===== src/rtl/semaforo_multi.sv =====
// Multi-approach traffic-light controller with pedestrian phase and maintenance flashing mode.
// Lamps, walk signal, active channel and phase code are all registered.
module semaforo_multi #(
  parameter int unsigned N_CH      = 2,
  parameter int unsigned T_VERDE   = 4,
  parameter int unsigned T_AMARELO = 2,
  parameter int unsigned T_LIMPEZA = 1,
  parameter int unsigned T_PED     = 3,
  parameter int unsigned CW        = 8,
  localparam int unsigned AW       = (N_CH > 2) ? $clog2(N_CH) : 1
) (
  input  logic              clk,
  input  logic              rst,
  input  logic              tick,
  input  logic              bt,
  input  logic              modo,
  output logic [3*N_CH-1:0] luz,
  output logic              ped,
  output logic [AW-1:0]     ativo,
  output logic [2:0]        fase
);

  localparam logic [2:0] VERDE    = 3'd0;
  localparam logic [2:0] AMARELO  = 3'd1;
  localparam logic [2:0] LIMPEZA  = 3'd2;
  localparam logic [2:0] PEDESTRE = 3'd3;
  localparam logic [2:0] PISCA    = 3'd4;

  logic [2:0]        state, state_n;
  logic [CW-1:0]     cnt, cnt_n, lim;
  logic [AW-1:0]     ativo_n;
  logic              pend, pend_n;
  logic              blink, blink_n;
  logic              done;
  logic [3*N_CH-1:0] luz_n;
  logic              ped_n;

  assign fase = state;

  // State, timers and registered lamp outputs
  always_ff @(posedge clk or negedge rst) begin
    if (!rst) begin
      state <= VERDE;
      cnt   <= '0;
      ativo <= '0;
      pend  <= 1'b0;
      blink <= 1'b1;
      luz   <= {{(N_CH-1){3'b100}}, 3'b001};
      ped   <= 1'b0;
    end else begin
      state <= state_n;
      cnt   <= cnt_n;
      ativo <= ativo_n;
      pend  <= pend_n;
      blink <= blink_n;
      luz   <= luz_n;
      ped   <= ped_n;
    end
  end

  // Next-state logic; lamps are decoded from the next state so they register alongside it
  always_comb begin
    state_n = state;
    cnt_n   = cnt;
    ativo_n = ativo;
    blink_n = blink;
    pend_n  = pend;
    luz_n   = '0;
    ped_n   = 1'b0;
    lim     = '0;

    case (state)
      VERDE:    lim = CW'(T_VERDE - 1);
      AMARELO:  lim = CW'(T_AMARELO - 1);
      LIMPEZA:  lim = CW'(T_LIMPEZA - 1);
      PEDESTRE: lim = CW'(T_PED - 1);
      default:  lim = '0;
    endcase
    done = tick && (cnt == lim);

    if (modo) begin
      state_n = PISCA;
      cnt_n   = '0;
      blink_n = (state == PISCA) ? (blink ^ tick) : 1'b1;
    end else begin
      case (state)
        VERDE:    if (done) state_n = AMARELO;
        AMARELO:  if (done) state_n = LIMPEZA;
        LIMPEZA:  if (done) state_n = pend ? PEDESTRE : VERDE;
        PEDESTRE: if (done) state_n = VERDE;
        PISCA: begin
          // Park on the last channel so the first green after maintenance is channel 0
          state_n = LIMPEZA;
          ativo_n = AW'(N_CH - 1);
        end
        default:  state_n = LIMPEZA;
      endcase
      if (state_n != state) cnt_n = '0;
      else if (tick)        cnt_n = cnt + CW'(1);
      if (state_n == VERDE && state != VERDE)
        ativo_n = (ativo == AW'(N_CH - 1)) ? '0 : ativo + AW'(1);
    end

    // Requests arriving while the walk phase is entered or running are not remembered
    pend_n = (modo || state == PEDESTRE || state_n == PEDESTRE) ? 1'b0 : (pend | bt);

    for (int k = 0; k < N_CH; k++) begin
      case (state_n)
        VERDE:   luz_n[3*k +: 3] = (ativo_n == AW'(k)) ? 3'b001 : 3'b100;
        AMARELO: luz_n[3*k +: 3] = (ativo_n == AW'(k)) ? 3'b010 : 3'b100;
        PISCA:   luz_n[3*k +: 3] = blink_n ? 3'b010 : 3'b000;
        default: luz_n[3*k +: 3] = 3'b100;
      endcase
    end
    ped_n = (state_n == PEDESTRE);
  end

endmodule


===== config.mk =====
export PLATFORM = sky130hd
export DESIGN_NAME = semaforo_multi
export DESIGN_NICKNAME = d
export VERILOG_FILES = /design/src/rtl/semaforo_multi.sv
export SDC_FILE = /design/constraint.sdc
export NUM_CORES = 1
export LEC_CHECK = 0
export BUFFER_PORTS_ARGS = -buffer_cell sky130_fd_sc_hd__buf_4
export CAP_MARGIN = 20
export CELL_PAD_IN_SITES_DETAIL_PLACEMENT = 2
export CELL_PAD_IN_SITES_GLOBAL_PLACEMENT = 2
export CORE_MARGIN = 2
export CORE_UTILIZATION = 32
export DETAILED_ROUTE_END_ITERATION = 12
export GPL_ROUTABILITY_DRIVEN = 0
export PLACE_DENSITY = 0.82
export SKIP_CTS_REPAIR_TIMING = 1
export SYNTH_ARGS = -nofsm -noshare
export SYNTH_HDL_FRONTEND = slang
export SYNTH_SLANG_ARGS = --single-unit

===== constraint.sdc =====
create_clock -name clk -period 2.3 [get_ports clk]
set_input_delay 0.575 -clock clk [delete_from_list [all_inputs] [get_ports clk]]
set_output_delay 0.575 -clock clk [all_outputs]
set_load 0.02 [all_outputs]

Word-level counts from Yosys, hierarchy flattened. Cells that the tools add are included.

Flip-flop bits (word level): 21. Input bits: 5. Output and inout port bits: 11.

Reduce and logical (&&, ||, !) cells: 9. Bitwise gates (word level): 2. Muxes and demuxes: 26. Equal/unequal tests: 9. $add $sub $neg: 2.

Operators by type and width (count): 3-bit 2-to-1 mux (10); 8-bit 2-to-1 mux (3); 3-bit case mux with 3 select lines (2); 3-bit case mux with 4 select lines (1); 3-bit by 2-bit equality test with 1-bit output (second input constant) (3); 3-bit zero test (3); 8-bit by 1-bit adder with 8-bit output (second input constant) (1); 8-bit equality test (1); 1-bit 2-to-1 mux (7); 3-bit by 1-bit equality test with 1-bit output (second input constant) (2); 3-bit equality test (second input constant) (2); 2-bit case mux with 3 select lines (1); 3-bit nonzero test (2); 2-bit 2-to-1 mux (2); 3-bit inequality test (1); 1-bit logical AND (2); 1-bit logical OR (2); 1-bit adder (second input constant) (1); 1-bit bitwise OR (1); 1-bit bitwise XOR (1).

Depth between registers and ports, before layout.
Depth in word-level cells: 13. Mapped depth: 7. Gate-level depth less buffers: 6.

Worst setup path after synthesis. OpenSTA, ideal clock, no wires.

Path type: input -> register. From: input tick. To: register pend. Setup time: 0.111 ns. Stages on the path: 6. Data arrival time: 1.846 ns. Required time: 2.189 ns. Path buffers: 1. Path slack: 0.343 ns. Cells stage by stage: buf_4 nor3b_2 a41o_2 a221oi_4 inv_2 a2111oi_2.

Cells in the longest elaborated chain, start to end: 8.

Ends and longest elaborated chain: start, declared (line 14) `input logic tick,`; 1-bit logical AND (*) (line 79) `done = tick && (cnt == lim);`; 3-bit 2-to-1 mux (on tied branches); 3-bit case mux with 4 select lines (*) (line 86) `case (state)`; 3-bit 2-to-1 mux (*) (2 in series) (line 81) `if (modo) begin`; 3-bit by 2-bit equality test with 1-bit output (*) (line 105) `pend_n = (modo || state == PEDESTRE || state_n == PEDESTRE) ? 1'b0 : (pend | bt);`; 1-bit logical OR (*) (line 105); 1-bit 2-to-1 mux (*) (line 105); named net pend_n (line 32) `logic pend, pend_n;`; end signal, assigned (line 54) `pend <= pend_n;`; end, declared (line 32).

Mark *: on every way through the listed nets, which the timed path passes. The rest lies on a longest branch. The select of a mux whose other input is x is not followed. A chain may end at the register's enable or synchronous reset.

Worst setup path after layout.
From: register cnt[4]. To: register pend.

Cells in the longest elaborated chain, start to end: 9.

Ends and longest elaborated chain: start, declared (line 30) `logic [CW-1:0] cnt, cnt_n, lim;`; start signal, assigned (line 52) `cnt <= cnt_n;`; 8-bit equality test (*) (line 79); 1-bit logical AND (*) (line 79); 3-bit 2-to-1 mux (on tied branches); 3-bit case mux with 4 select lines (*) (line 86); 3-bit 2-to-1 mux (*) (2 in series) (line 81); 3-bit by 2-bit equality test with 1-bit output (*) (line 105); 1-bit logical OR (*) (line 105); 1-bit 2-to-1 mux (*) (line 105); named net pend_n (line 32).

Marks and branches as above.

==> results.txt <==
Result of the run -> completed
Shortest period the worst path allows -> 2090 ps
Worst Hold Class -> in2async
Clock latency on the worst-skew pair -> 270 ps
Num CTS Buffers -> 3
Post-route clock period utilization -> 90.7%
Top fanout value on the critical path -> 7
Diode count -> 0
Via count of the first global-routing pass -> 1038
Standard cell core area -> 0.00363 mm²
Headroom to the max-slew limit -> 65.9%
Reported max-cap violation count -> 0
Number of distinct library cells after synthesis -> 45
Most heavily used metal layer in global routing -> met2
Worst setup path class -> reg2reg
DRC -> 0
Flops & latches, synth -> 21
Clock root cell -> sky130_fd_sc_hd__clkbuf_8
Summed instance area of the synthesized netlist -> 0.00120 mm²
Worst setup SP type -> flop
Nets in the synthesized netlist -> 124
Length in cells of the worst reg-to-reg path -> 5
Avg WL per Cell -> 17.7 µm
Mean area per synthesized cell -> 10.2 µm²
Final Max Slew Viols -> 0
Worst Tran Pin Value -> 511 ps
Number of enable flip-flop cells after synthesis -> 0
Antenna violations before repair -> 0
Highest clock rate -> 479 MHz
First-iteration detailed-routing DRC count -> 10
Adder-cell area share of the yosys netlist -> 1.04%
Setup TNS -> 0 ps
GR Util met2 -> 26.9%
Total non-filler cell area in the finished layout -> 0.00140 mm²
Count of antenna-violating nets left after detailed routing -> 0
Critical Path AT -> 2220 ps
Die footprint -> 0.00425 mm²
Grt met1 use -> 22.7%
Total half-perimeter wirelength after legalization and detailed placement -> 2310 µm
Detailed-routing iteration count for the pre-antenna-repair pass -> 4
Number of nets in the final layout -> 139
Endpoint kind of the worst setup timing path -> flop
Gr usage total -> 16.5%
Vias after detailed routing -> 975
Finished Core Util -> 38.6%
Num Clock Sinks -> 21
Row Count -> 22
Growth of design area from synthesis to finish -> 17.0%
Multiplexer share of the synthesized area -> 0.835%
Yosys warning total -> 0
Share of layout cells above drive strength 1 -> 31.1%
GRT met3 Usage -> 2.05%
Fraction of the mapped netlist area in compound gates -> 16.6%
Combinational family with the most area after synthesis -> simple AND/OR/NAND/NOR gates
DP Area -> 0.00136 mm²
Die X -> 65.2 µm
Count of boundary I/O pins -> 16
Leakage dissipation -> 0.608 nW
Number of I/O port buffers -> 15
Setup violators final -> 0
Synth Area in XOR/XNOR -> 8.77%
Synth Flop Type -> sky130_fd_sc_hd__dfrtp_1
Post-Syn Instances -> 118
Worst Skew -> 6.06 ps
Clock tree from TritonCTS -> yes
Clock slew at reported path FFs -> 80 ps
H-tree depth -> 1
Simple-gate portion of the synthesized area -> 24.5%
Final wirelength -> 3180 µm
Peak supply drop -> 0.000360 V
DIE HEIGHT -> 65.2 µm
Critical path required time -> 2440 ps
Pin count of the biggest net entering global routing -> 22
Setup repair after global routing missed its margin -> no
Sequential cell area fraction in the yosys report -> 44.2%
First-pass GRT wire length -> 5370 µm
Initial Utilization -> 33.0%
Post-synthesis async set-or-reset flop share -> 100%
Number of buffers between clock root and the deepest sink -> 2
Aggregate global routing overflow -> 0
Pwr Density -> 660 mW/mm²
Final number of hold-violating endpoints -> 0
Routed vias/inst -> 5.42
path summary, 6_finish.rpt:
kind | startpoint | end | slack, ps
min in group clk | modo | fase[2] | 510
setup / recovery | cnt[4] | pend | 210
hold reg to reg | blink | blink | 600
hold / removal | rst | fase[2] | 180
max in group asynchronous | rst | luz[0] | 1840
setup reg to reg | cnt[4] | pend | 210
synthesized netlist by cell type, drive strengths merged, types with 3 or more instances:
master,count,area (µm²)
dfrtp,18,450
nor2,14,52.6
nand2,9,36.3
xor2,8,70.1
o21ai,6,30.0
buf,4,22.5
clkbuf,4,15.0
xnor2,4,35.0
a21oi,3,15.0
dfstp,3,78.8
inv,3,11.3
nand4,3,18.8
nor3b,3,27.5
nor4,3,33.8
area by class of cell:
cell class	instances	area [µm²]
fillers	425	2230
multi-input cells	86	621
flip-flops and latches	21	529
repair buffers	18	135
well taps	48	60.1
clock buffers	3	41.3
inverters	3	11.3
clock inverters	1	5.00
layout by cell type, fill, tap and decap left out, drive strengths merged, types with 2 or more instances in the layout:
master	synthesis	routed
nor2b	2	2
o21a	2	2
xnor2	4	4
o21ai	6	6
a21oi	3	3
nor2	14	14
inv	3	3
nand3	2	2
a2111oi	2	2
dfrtp	18	18
and3	2	2
clkbuf	4	3
nor3b	3	3
and4	2	2
dfstp	3	3
a211oi	2	2
buf	4	18
nand2b	2	2
nand4	3	3
xor2	8	8
nand2	9	9
nor4	3	3
metal layers:
| metal | part of all wire, % | vias up | routed length (µm) |
|---|---|---|---|
| li1 | - | 446 | - |
| met1 | 47 | 512 | 1500 |
| met2 | 50 | 12 | 1580 |
| met3 | 1.5 | 5 | 49 |
| met4 | 1.5 | 0 | 49 |
| met5 | 0 | - | 0 |
flip-flops by register name, indices dropped and copies added (netlist names):
name / count
pend: 1
ped: 1
luz: 6
cnt: 8
fase: 3
blink: 1
ativo: 1
stage by stage:
stage                     hold WS, ps  std cells  power (W)  setup slack, ps
after floorplan                   279        118   0.000581              343
after global placement            474        176   0.000665              185
after detailed placement          480        176   0.000677             94.0
after CTS                         190        180   0.000931              192
after global routing              190        180   0.000971             89.7
final                             182        180   0.000925              214
worst max-delay path, stage by stage (launching register included):
cell and delay [ps]:
sky130_fd_sc_hd__dfrtp_1 450, sky130_fd_sc_hd__nor4_4 500, sky130_fd_sc_hd__and4_2 390, sky130_fd_sc_hd__a21oi_1 90
sky130_fd_sc_hd__a211oi_1 410, sky130_fd_sc_hd__a2111oi_2 130
kinds of logic after synthesis:
logic type,Yosys count
and+or+nand+nor,49
buffers and inverters,11
xor gates and xnor gates,12
muxes,1
AOI/OAI and AO/OA,23
adders and majority gates,1
DFF,21
report_power, final:
group	leakage (nW)	total, W	internal (W)	switching, W
logic	0.315	0.000246	0.0000938	0.000152
clock network	0.0255	0.000254	0.000121	0.000133
registers	0.268	0.000426	0.000402	0.0000242
No activity file was read; power rests on OpenSTA's default activity.
